==> src/rtl/feeder_pkg.sv <==
// Shared state encoding and default word width for the serial feeder.
package feeder_pkg;

   typedef enum logic {
      S_IDLE  = 1'b0,
      S_SHIFT = 1'b1
   } state_t;

   localparam int DEFAULT_WIDTH = 8;

endpackage

==> src/rtl/feeder_hold_reg.sv <==
// One-entry word buffer: load captures the word and raises full, clear drops full.
module feeder_hold_reg
   import feeder_pkg::*;
#(
   parameter int WIDTH = DEFAULT_WIDTH
) (
   input  logic             Clock,
   input  logic             Reset,
   input  logic             load,
   input  logic             clear,
   input  logic [WIDTH-1:0] d,
   output logic [WIDTH-1:0] q,
   output logic             full
);

   // NOTE: sequential state uses non-blocking assignments so every register
   // samples the pre-edge values, independent of process evaluation order.
   always_ff @(posedge Clock or negedge Reset) begin
      if (!Reset) begin
         q    <= '0;
         full <= 1'b0;
      end else if (load) begin
         q    <= d;
         full <= 1'b1;
      end else if (clear) begin
         full <= 1'b0;
      end
   end

endmodule

==> src/rtl/serial_feeder.sv <==
// Parallel-to-serial front end: WIDTH-bit words in over valid/ready, MSB-first bits out on w,
// with a one-word holding buffer so consecutive words stream without an idle bit.
module serial_feeder
   import feeder_pkg::*;
#(
   parameter int   WIDTH      = DEFAULT_WIDTH,
   parameter logic IDLE_LEVEL = 1'b0
) (
   input  logic             Clock,
   input  logic             Reset,
   input  logic [WIDTH-1:0] din,
   input  logic             din_valid,
   output logic             din_ready,
   output logic             w,
   output logic             busy,
   output logic             last_bit
);

   localparam int            CW      = $clog2(WIDTH);
   localparam logic [CW-1:0] CNT_MAX = CW'(WIDTH - 1);

   state_t           state, state_next;
   logic [WIDTH-1:0] shreg, shreg_next, hold_q;
   logic [CW-1:0]    cnt, cnt_next;
   logic             hold_full, hold_load, hold_clear;
   logic             xfer, cnt_zero;

   // Ready comes only from registered state and Reset, never from din_valid.
   assign din_ready = Reset && !hold_full;
   assign xfer      = din_valid && din_ready;
   assign cnt_zero  = (cnt == '0);
   assign busy      = (state == S_SHIFT);
   assign w         = busy ? shreg[WIDTH-1] : IDLE_LEVEL;
   assign last_bit  = busy && cnt_zero;

   feeder_hold_reg #(.WIDTH(WIDTH)) u_hold (
      .Clock (Clock),
      .Reset (Reset),
      .load  (hold_load),
      .clear (hold_clear),
      .d     (din),
      .q     (hold_q),
      .full  (hold_full)
   );

   always_ff @(posedge Clock or negedge Reset) begin
      if (!Reset) begin
         state <= S_IDLE;
         shreg <= '0;
         cnt   <= '0;
      end else begin
         state <= state_next;
         shreg <= shreg_next;
         cnt   <= cnt_next;
      end
   end

   // NOTE: every output of this block is defaulted first, so no path leaves a
   // signal unassigned and no latch is inferred.
   always_comb begin
      state_next = state;
      shreg_next = shreg;
      cnt_next   = cnt;
      hold_load  = 1'b0;
      hold_clear = 1'b0;
      case (state)
         S_IDLE: begin
            if (xfer) begin
               shreg_next = din;
               cnt_next   = CNT_MAX;
               state_next = S_SHIFT;
            end
         end
         S_SHIFT: begin
            if (!cnt_zero) begin
               shreg_next = shreg << 1;
               cnt_next   = cnt - CW'(1);
               hold_load  = xfer;
            end else if (hold_full) begin
               // End of word with a buffered successor: continue without a gap.
               shreg_next = hold_q;
               cnt_next   = CNT_MAX;
               hold_clear = 1'b1;
            end else if (xfer) begin
               // Word offered exactly on the last bit bypasses the buffer.
               shreg_next = din;
               cnt_next   = CNT_MAX;
            end else begin
               shreg_next = shreg << 1;
               state_next = S_IDLE;
            end
         end
         default: state_next = S_IDLE;
      endcase
   end

endmodule

==> config.mk <==
export PLATFORM = sky130hd
export DESIGN_NAME = serial_feeder
export DESIGN_NICKNAME = d
export VERILOG_FILES = /design/src/rtl/feeder_pkg.sv /design/src/rtl/feeder_hold_reg.sv /design/src/rtl/serial_feeder.sv
export SDC_FILE = /design/constraint.sdc
export NUM_CORES = 1
export LEC_CHECK = 0
export BUFFER_PORTS_ARGS = -buffer_cell sky130_fd_sc_hd__buf_2
export CAP_MARGIN = 0
export CORE_MARGIN = 4
export CORE_UTILIZATION = 42
export DETAILED_ROUTE_END_ITERATION = 6
export PLACE_DENSITY = 0.58
export SLEW_MARGIN = 20
export SYNTH_ARGS = -nofsm -noshare
export SYNTH_HDL_FRONTEND = slang
export SYNTH_SLANG_ARGS = --single-unit
==> constraint.sdc <==
create_clock -name Clock -period 3.5 [get_ports Clock]
set_input_delay 0.7 -clock Clock [delete_from_list [all_inputs] [get_ports Clock]]
set_output_delay 0.7 -clock Clock [all_outputs]
set_load 0.02 [all_outputs]
---- Word level (Yosys, flattened, before mapping) ----
Cells that the tools add are included.
Widths: inputs -> output; s select.
word-level totals
  bits in read-only memories .............. 0
  bits in latches ......................... 0
  memory bits (writable) .................. 0
  register bits ........................... 21
  memories kept ........................... 0
cells by class
  $add $sub $neg .......................... 1
  mux-type cells .......................... 21
  shift operators ......................... 0
  $mul .................................... 0
  bitwise gates (word level) .............. 1
  equal/unequal tests ..................... 1
  div/mod/pow operators ................... 0
  reductions and logical operators ........ 6
  magnitude comparators ................... 0
operator list
  kind                 count
  $mux 8               4
  $pmux 8 s2           1
  $mux 1               11
  $mux 3               3
  $pmux 3 s2           1
  $logic_and 1x1->1    3
  $logic_not 3->1      1
  $sub 3x1->3 const B  1
  $ne 2x2->1 const B   1
  $pmux 1 s2           1
  $reduce_bool 2->1    1
  $logic_not 1->1      1
  $not 1->1            1

---- Longest topological paths before layout ----
Gate-level depths: netlist (run 1).
  depth in word-level cells ............... 7
  mapped depth ............................ 7
  gate-level depth less buffers ........... 6

---- Hierarchy ----
Synthesis (run 1) repeated with hierarchy kept, for this count alone.
second synthesis, totals
  cells, all modules ...................... 101
  area, all modules ....................... 1146.1 um2
modules (own cells, without submodules)
  module           times used  area each (um2)  cells each  sequential area each (um2)
  serial_feeder    1           777.0            81          300.3
  feeder_hold_reg  1           369.1            20          225.2

---- Worst setup path after synthesis (run 1) ----
No wires, ideal clock.
  path type ............................... flip-flop to output port
  start ................................... reg state (netlist: busy)
  end ..................................... out last_bit
  stages on the path, launching flop included .. 5
  slack ................................... 1606 ps
  buffers on the path ..................... 2
  arrival time ............................ 1194 ps
  data required time ...................... 2800 ps
  path through ............................ dfrtp_1 -> buf_4 -> inv_2 -> buf_2 -> nor2_1
on the way
  cells in the longest elaborated chain, start to end .. 1
RTL lines
  element                 line                 RTL
  start, declared         serial_feeder.sv:22  state_t state, state_next;
  start signal, assigned  serial_feeder.sv:52  state <= state_next;
  $logic_and 1x1->1       serial_feeder.sv:34  assign last_bit = busy && cnt_zero;
  end, declared           serial_feeder.sv:16  output logic last_bit
No other way between the ends.

---- Final worst setup path (run 1) ----
  start ................................... reg cnt[0]
  end ..................................... out last_bit
on the way
  cells in the longest elaborated chain, start to end .. 2
RTL lines
  element                 line                 RTL
  start, declared         serial_feeder.sv:24  logic [CW-1:0] cnt, cnt_next;
  start signal, assigned  serial_feeder.sv:54  cnt <= cnt_next;
  $logic_not 3->1         serial_feeder.sv:31  assign cnt_zero = (cnt == '0);
  $logic_and 1x1->1       serial_feeder.sv:34
No other way between the ends.

==> reports/qor.yml, run 1 <==
critPathRequiredTime_ns: 2.80
power_density_mw_per_mm2: 812
routed_wl_mm: 2.21
layout.cells.non_filler: 145
syn_inst: 103
grt_setup_unrepaired: "false"
hold_violations: 0
report.final.setup_viol: 0
first_pass_iters: 4
cp_num_cells: 5
cp_top_family: "simple AND/OR/NAND/NOR gates"
maxCapViolCount: 0
layout_common_cells: "dfrtp_1, nand2_1, buf_2"
std_cell_rows: 18
grt_max_degree: 24
maxSlewViolCount: 0
area_growth_pct: 7.52
clk_pin_slew_worst_paths_ns: 0.13
ys_types: 31
end_kind: "output port"
ios: 15
wl_per_cell_um: 15.2
synth_top_area_frac: 0.458
htreeDepth: 1
tightest_slew_ns: 0.952
critPathLaunchType: "flop"
grt_pass1_wl_mm: 3.95
cts_sinks: 21
slowest_stage: "dfrtp_1"
cts_hold_buf: 0
max_freq_mhz: 430
clock_latency_ns: 0.30
placedCellCount: 141
postPlaceCellArea_sq_mm: 0.00121
diodes: 0
slew_headroom: 0.364
synth_area_sq_mm: 0.00115
drt_iter0_markers: 20
remaining_drc_errors: 0
final_nets: 129
avgSynthCellArea_sq_um: 11.1
crit_chain: "inv_1, ha_1, nand2b_1, nor2_1, buf_2"
yosys.area.top_type: "dfrtp_1"
async_flop_share: 1.00
worst_hold_path_type: "input pin to asynchronous set/reset pin"
power_leakage_nw: 0.567
dpl.hpwl_mm: 1.57
cp_max_fo: 10
cts_root_buffer: "clkbuf_4"
cts_buffers: 3
io_buffer_count: 14
cpPeakStageDelay_ns: 0.37
ant_nets: 0
synth_edf_count: 0
dieArea_sq_mm: 0.00363
drive_gt1_frac: 0.287
initial_core_util: 0.451
tritoncts: "done"
fin_setup_tns_ns: 0
grt_overflow: 0
startpoint: "cnt[0]"
outcome: "completed"
final_common_cell: "dfrtp_1"
min_period_ns: 2.32
finalWeightedCongestion: 0.717
fin_area_sq_mm: 0.00123
vias: 828
first_global_vias: 814
reg2reg_depth: 6
irDropWorstVdd_mv: 0.393
crit-reg2reg-capture: "u_hold.q[7]"
fin_crit_sh: 0.664
yosysWarnings: 0
reg2reg_slack_ns: 1.40
die_x_um: 60.3
grt.total_usage: 0.146
synth_top_flop_cell: "dfrtp_1"
worstSetupPathType: "flop to output port"
finClkSkew_ns: 0.0111
core-area_sq_mm: 0.00254
cts_resized: 0
synth.area.top_cells: "dfrtp_1, mux2_4, a221o_1"
worstReg2RegStart: "cnt[0]"
clock_path_buffers: 2
crit_end: "last_bit"
synth-seq-cells: 21
finalPower_mw: 1.00
seq_area_frac_synth: 0.458
antenna_found_initial: 0
path_buf_inv: 2
viasPerCell: 5.71
cts_setup_buffers: 0
cp_data_arrival_time_ns: 1.62
die_y_um: 60.3
synth_fp_nets: 116
logic make-up after synthesis:
kind of cell,after synthesis,synth area share
mux,9,0.113
simple gates,39,0.205
compound gates,23,0.149
fa+ha+maj,2,0.0218
flops,21,0.458
buf+inv,9,0.0523
registers in the layout, indices dropped and copies added, names as in the netlist:
signal,count
shreg,8
u_hold.q,8
cnt,3
busy,1
u_hold.full,1
synth_stat cells (3+ instances only):
cell type and n:
a221o_1 7, nand2_1 16, nand3_1 8, a31oi_1 7
mux2_4 8, buf_2 3, dfrtp_1 21, a21oi_1 4
worst min-delay path by stage:
stage / startpoint / endpoint / cells after the start
final: Reset / u_hold.q[6] / 1
after global routing: Reset / u_hold.q[6] / 1
after CTS: Reset / u_hold.q[6] / 1
after detailed placement: u_hold.q[1] / u_hold.q[1] / 1
after global placement: shreg[7] / shreg[7] / 1
after floorplan: Reset / busy / 0
layout make-up:
type	instances	area (sq um)
fill	255	1310
sequential	21	526
multi-input combinational	73	562
tap	30	37.5
timing repair buffer	14	70.1
clock inverter	1	5.00
inverter	3	11.3
clock buffer	3	22.5
metal layers:
metal | routed length, um | GRT usage
met1 | 1090 | 0.203
met2 | 988 | 0.225
met4 | 18 | 0.0475
met5 | 0 | 0
met3 | 114 | 0.0281
power breakdown:
group,leakage (nW),switching (mW),internal (mW)
Sequential,0.256,0.0979,0.348
Clock,0.0177,0.0744,0.0425
Combinational,0.293,0.217,0.222
stage by stage:
stage / hold slack [ns] / utilization / worst slack (ns)
floorplan: 0.404 / - / 1.61
finish: 0.342 / 0.485 / 1.18
detailed placement: 0.496 / 0.474 / 1.22
global route: 0.365 / 0.485 / 0.984
CTS: 0.351 / 0.485 / 1.14
global placement: 0.493 / 0.474 / 1.23
Note: power is estimated with default switching activity, not from simulation.
==> run 2: changes to the inputs <==
PLACE_DENSITY = 0.6   (was 0.58)
clock period = 2 ns   (was 3.5 ns; I/O delays follow)
==> run 2 against run 1 <==
Global-route usage is 0.58 points higher; setup slack worse by 1.1 ns; via count is 1.3% higher; largest power group is now combinational logic; critical path type is now input pin to output port.
==> reports/qor.yml, run 2 (synthesized netlist as in run 1, its figures left out) <==
antenna_found_initial: 0  # unchanged
initial_core_util: 0.451  # unchanged
cts_sinks: 21  # unchanged
drt_iter0_markers: 32  # was 20
maxCapViolCount: 0  # unchanged
outcome: "completed"  # unchanged
area_growth_pct: 11.7  # was 7.52%
top_regs: "shreg x8, u_hold.q x8, cnt x3"  # unchanged
cts_hold_buf: 1  # was 0
slowest_stage: "dlygate4sd3_1"  # was dfrtp_1
worstSetupPathType: "input pin to output port"  # was flop to output port
grt_max_degree: 15  # was 24
multi_input_area_sq_um: 562  # unchanged
fin_setup_tns_ns: 0  # unchanged
cts_resized: 0  # unchanged
io_buffer_count: 14  # unchanged
routed_wl_mm: 2.42  # was 2.21 mm
clk_pin_slew_worst_paths_ns: 0.12  # was 0.13 ns
swShare: 0.389  # was 0.388
worstReg2RegStart: "cnt[0]"  # unchanged
placedCellCount: 146  # was 141
die_x_um: 60.3  # unchanged
layout.cells.non_filler: 151  # was 145
seqPwrFrac: 0.419  # was 0.445
hold_violations: 0  # unchanged
worst_hold_startpoint: "din[3]"
first_global_vias: 860  # was 814
wl_per_cell_um: 16.1  # was 15.2 um
slew_headroom: 0.668  # was 0.364
dpl.hpwl_mm: 1.73  # was 1.57 mm
worst_hold_path_type: "input pin to flop"  # was input pin to asynchronous set/reset pin
htreeDepth: 1  # unchanged
grt_setup_unrepaired: "false"  # unchanged
report.final.setup_viol: 0  # unchanged
layout_common_cells: "dfrtp_1, nand2_1, buf_2"  # unchanged
register_area_sq_um: 526  # unchanged
clock_path_buffers: 2  # unchanged
core-area_sq_mm: 0.00254  # unchanged
reg2reg_slack_ns: 0.32  # was 1.40 ns
p_switching_uw: 704  # was 389 uW
finalPower_mw: 1.81  # was 1.00 mW
finClkSkew_ns: 0.00658  # was 0.0111 ns
holdPathEnd: "u_hold.q[3]"
dieArea_sq_mm: 0.00363  # unchanged
critPathLaunchType: "input pin"  # was flop
finalWeightedCongestion: 0.753  # was 0.717
comb_power_share: 0.469  # was 0.438
nFillCells: 259  # was 255
clock_latency_ns: 0.30  # about the same
crit-reg2reg-capture: "shreg[1]"  # was u_hold.q[7]
remaining_drc_errors: 0  # unchanged
intPower_mw: 1.11  # was 613 uW
grt.total_usage: 0.151  # was 0.146
max_freq_mhz: 518
cpPeakStageDelay_ns: 0.52  # was 0.37 ns
cts_root_buffer: "clkbuf_4"  # unchanged
critPathMostFrequentCell: "buf_2"
cts_setup_buffers: 0  # unchanged
pwr-share-clk: 0.113  # was 0.117
cts_buffers: 3  # unchanged
min_period_ns: 1.93
cp_max_fo: 10  # unchanged
cp_data_arrival_time_ns: 1.53  # was 1.62 ns
viasPerCell: 5.56  # was 5.71
crit_chain: "dlygate4sd3_1, buf_2, nor2b_4, buf_2"  # was inv_1, ha_1, nand2b_1, nor2_1, buf_2
power_density_mw_per_mm2: 1410  # was 812 mW/mm^2
end_kind: "output port"  # unchanged
path_buf_inv: 3  # was 2
ant_nets: 0  # unchanged
final_common_cell: "dfrtp_1"  # unchanged
critPathRequiredTime_ns: 1.60  # was 2.80 ns
final_util: 0.503  # was 0.485
power_leakage_nw: 0.595  # was 0.567 nW
reg2reg_depth: 7  # was 6
tritoncts: "done"  # unchanged
grt_overflow: 0  # unchanged
cp_num_cells: 4  # was 5
final_nets: 135  # was 129
vias: 839  # was 828
grt_pass1_wl_mm: 4.07  # was 3.95 mm
ios: 15  # unchanged
drive_gt1_frac: 0.314  # was 0.287
maxSlewViolCount: 0  # unchanged
cp_top_family: "buffers and inverters"  # was simple AND/OR/NAND/NOR gates
diodes: 0  # unchanged
first_pass_iters: 4  # unchanged
tightest_slew_ns: 0.498  # was 0.952 ns
holdPathStages: 2
die_y_um: 60.3  # unchanged
fin_crit_sh: 0.965
std_cell_rows: 18  # unchanged
irDropWorstVdd_mv: 0.787  # was 0.393 mV
==> run 2: cell types whose count changed in the layout (fill, tap and decap cells not counted), sizes merged <==
cell,before,now
buf,14,19
dlygate4sd3,0,1
==> run 2: final cells by class <==
class                      instances  share of cell area
multi-input combinational         73               0.438
sequential                        21               0.410
timing repair buffer              20              0.0918
tap                               30              0.0293
clock buffer                       3              0.0176
inverter                           3             0.00879
clock inverter                     1             0.00391
==> run 2: power groups by stage <==
stage	sequential (mW)	clock (mW)	combinational [mW]
floorplan	0.716	0	0.709
global placement	0.765	0	0.840
detailed placement	0.766	0	0.849
CTS	0.756	0.212	0.858
global route	0.781	0.233	0.938
finish	0.758	0.204	0.848
==> run 2: routing by layer <==
| metal | routed length, um | share of wire | global-route usage | up-vias |
|---|---|---|---|---|
| li1 | - | - | - | 415 |
| met1 | 1190 | 0.49 | 0.221 | 406 |
| met2 | 1140 | 0.47 | 0.225 | 16 |
| met3 | 74 | 0.031 | 0.0194 | 2 |
| met4 | 21 | 0.0087 | 0.0570 | 0 |
| met5 | 0 | 0 | 0 | - |
==> run 2: worst max path at each step <==
stage / startpoint / endpoint
global placement: cnt[0] / shreg[6]
global route: Reset / din_ready
detailed placement: cnt[0] / shreg[6]
finish: Reset / din_ready
CTS: Reset / din_ready
floorplan: busy / last_bit
==> run 2: worst reg2reg max path, stage by stage, from the launching register on <==
cell	delay [ns]
dfrtp_1	0.35
inv_1	0.07
ha_1	0.24
nor2b_1	0.14
buf_4	0.18
nor2_8	0.15
nor2_4	0.09
a221o_1	0.36
==> run 2: per-stage QoR <==
step | hold WS, ns | setup slack, ns | area, sq um
2_1_floorplan | 0.104 | 0.406 | 1150
4_1_cts | 0.329 | 0.0396 | 1280
3_5_place_dp | 0.263 | 0.323 | 1240
3_3_place_gp | 0.263 | 0.347 | 1240
5_1_grt | 0.319 | 0.00991 | 1280
6_report | 0.334 | 0.0705 | 1280
==> run 3: changes to the inputs <==
SYNTH_HIERARCHICAL = 1   (was default)
==> run 3 against run 2 <==
Cell area down 0.29%; register-to-register slack about the same; die area about the same; setup slack better by 0.053 ns; combinational power up 10%; critical endpoint is now last_bit; hold slack worse by 0.20 ns; clock skew down 0.0014 ns.
==> reports/qor.yml, run 3 <==
outcome: "completed"  # unchanged
io_buffer_count: 14  # unchanged
tritoncts: "done"  # unchanged
die_x_um: 60.2  # was 60.3 um
irDropWorstVdd_mv: 0.695  # was 0.787 mV
grt.total_usage: 0.150  # was 0.151
yosys.area.top_type: "dfrtp_1"  # unchanged
remaining_drc_errors: 0  # unchanged
ys_types: 29  # was 31
report.final.setup_viol: 0  # unchanged
synth_top_flop_cell: "dfrtp_1"  # unchanged
htreeDepth: 1  # unchanged
worst_hold_path_type: "input pin to asynchronous set/reset pin"  # was input pin to flop
grt_max_degree: 22  # was 15
reg2reg_depth: 6  # was 7
crit_chain: "inv_1, ha_1, nand2b_4, nor2_1, buf_2"  # was dlygate4sd3_1, buf_2, nor2b_4, buf_2
dpl.hpwl_mm: 1.68  # was 1.73 mm
layout_common_cells: "dfrtp_1, nand2_1, buf_2"  # unchanged
hold_violations: 0  # unchanged
viasPerCell: 5.69  # was 5.56
critPathLaunchType: "flop"  # was input pin
slew_headroom: 0.668  # about the same
finClkSkew_ns: 0.00521  # was 0.00658 ns
std_cell_rows: 18  # unchanged
finalWeightedCongestion: 0.774  # was 0.753
power_leakage_nw: 0.582  # was 0.595 nW
synth-seq-cells: 21  # unchanged
ios: 15  # unchanged
cpPeakStageDelay_ns: 0.42  # was 0.52 ns
critPathRequiredTime_ns: 1.60  # about the same
tightest_slew_ns: 0.497  # was 0.498 ns
cp_max_fo: 11  # was 10
fin_crit_sh: 0.938  # was 0.965
final_common_cell: "dfrtp_1"  # unchanged
top_regs: "shreg x8, u_hold/q x8, cnt x3"  # was shreg x8, u_hold.q x8, cnt x3
synth_edf_count: 0  # unchanged
async_flop_share: 1.00  # unchanged
syn_inst: 101  # was 103
clk_pin_slew_worst_paths_ns: 0.13  # was 0.12 ns
synth.area.top_cells: "dfrtp_1, mux2_4, a221o_1"  # unchanged
core-area_sq_mm: 0.00254  # unchanged
grt_pass1_wl_mm: 4.06  # was 4.07 mm
worstSetupPathType: "flop to output port"  # was input pin to output port
first_global_vias: 886  # was 860
grt_overflow: 0  # unchanged
finalPower_mw: 1.94  # was 1.81 mW
crit-reg2reg-capture: "u_hold/q[5]"  # was shreg[1]
reg2reg_slack_ns: 0.33  # was 0.32 ns
cts_setup_buffers: 0  # unchanged
initial_core_util: 0.450  # was 0.451
grt_setup_unrepaired: "false"  # unchanged
maxSlewViolCount: 0  # unchanged
synth_top_area_frac: 0.459  # was 0.458
vias: 848  # was 839
yosysWarnings: 6  # was 0
cts_sinks: 21  # unchanged
min_period_ns: 1.88  # was 1.93 ns
fin_area_sq_mm: 0.00128  # about the same
cts_root_buffer: "clkbuf_4"  # unchanged
cts_buffers: 3  # unchanged
seq_area_frac_synth: 0.459  # was 0.458
area_growth_pct: 11.5  # was 11.7%
diodes: 0  # unchanged
synth_area_sq_mm: 0.00115  # about the same
first_pass_iters: 5  # was 4
synthTopCellsByCount: "dfrtp_1, nand2_1, a31oi_1, mux2_4, nand3_1"  # was dfrtp_1, nand2_1, mux2_4, nand3_1
drive_gt1_frac: 0.370  # was 0.314
synth_fp_nets: 114  # was 116
dieArea_sq_mm: 0.00363  # about the same
clock_path_buffers: 2  # unchanged
max_freq_mhz: 533  # was 518 MHz
cts_hold_buf: 0  # was 1
clock_latency_ns: 0.30  # about the same
place_ws_ns: 0.351  # was 0.323 ns
end_kind: "output port"  # unchanged
power_density_mw_per_mm2: 1520  # was 1410 mW/mm^2
ant_nets: 0  # unchanged
setup_slack_ns: 0.124  # was 0.0705 ns
maxCapViolCount: 0  # unchanged
routed_wl_mm: 2.39  # was 2.42 mm
wl_per_cell_um: 16.0  # was 16.1 um
drt_iter0_markers: 22  # was 32
cts_resized: 0  # unchanged
fin_setup_tns_ns: 0  # unchanged
die_y_um: 60.2  # was 60.3 um
slowest_stage: "dfrtp_1"  # was dlygate4sd3_1
nFillCells: 249  # was 259
worstReg2RegStart: "cnt[0]"  # unchanged
antenna_found_initial: 0  # unchanged
cp_data_arrival_time_ns: 1.48  # was 1.53 ns
final_nets: 133  # was 135
postPlaceCellArea_sq_mm: 0.00125  # was 0.00124 sq mm
yosysMostFrequentCell: "dfrtp_1"  # unchanged
avgSynthCellArea_sq_um: 11.3  # was 11.1 sq um
-- run 3: final cells by class --
cell class,instances,area [sq um],area share
clock buffers,3,22.5,0.0176
clock inverters,1,5.00,0.00392
inverters,4,15.0,0.0118
multi-input cells,71,564,0.442
flip-flops and latches,21,526,0.411
well taps,30,37.5,0.0294
repair buffers,19,108,0.0842
-- run 3: where the power goes --
group	internal, mW	leakage [nW]	switching, mW
Sequential	0.634	0.251	0.159
Combinational	0.474	0.313	0.461
Clock	0.0745	0.0177	0.137
Total	1.18	0.582	0.756
-- run 3: worst max-delay path, delay by kind of cell, from the launching register on --
family | cells | cell delay (ns)
adder cells (fa/ha/maj) | 1 | 0.26
buffers and inverters | 2 | 0.26
flip-flops | 1 | 0.42
AND/OR/NAND/NOR | 2 | 0.24
-- run 3: kinds of logic after synthesis --
group	share of synthesized area
mux	0.105
simple gates	0.176
buf+inv	0.0535
fa+ha+maj	0.0218
compound gates	0.186
flops	0.459
-- run 3: metal layers --
metal / part of all wire / global-route usage / vias to the layer above / routed length, um
li1: - / - / 405 / -
met1: 0.48 / 0.203 / 421 / 1150
met2: 0.47 / 0.245 / 20 / 1110
met3: 0.046 / 0.0216 / 2 / 110
met4: 0.0054 / 0.0475 / 0 / 13
met5: 0 / 0 / - / 0
-- run 3: worst max path at each step --
stage	cells past startpoint	endpoint	start
floorplan	7	u_hold/q[0]	cnt[0]
global placement	6	u_hold/q[5]	cnt[0]
detailed placement	6	u_hold/q[2]	cnt[0]
CTS	5	last_bit	cnt[0]
global route	5	last_bit	cnt[0]
finish	5	last_bit	cnt[0]
-- run 3: per-stage QoR --
step	hold WS, ns	utilization	instances
after floorplan	0.104	-	101
after global placement	0.473	0.491	145
after detailed placement	0.495	0.491	145
after CTS	0.156	0.502	149
after global routing	0.155	0.502	149
final	0.139	0.502	149
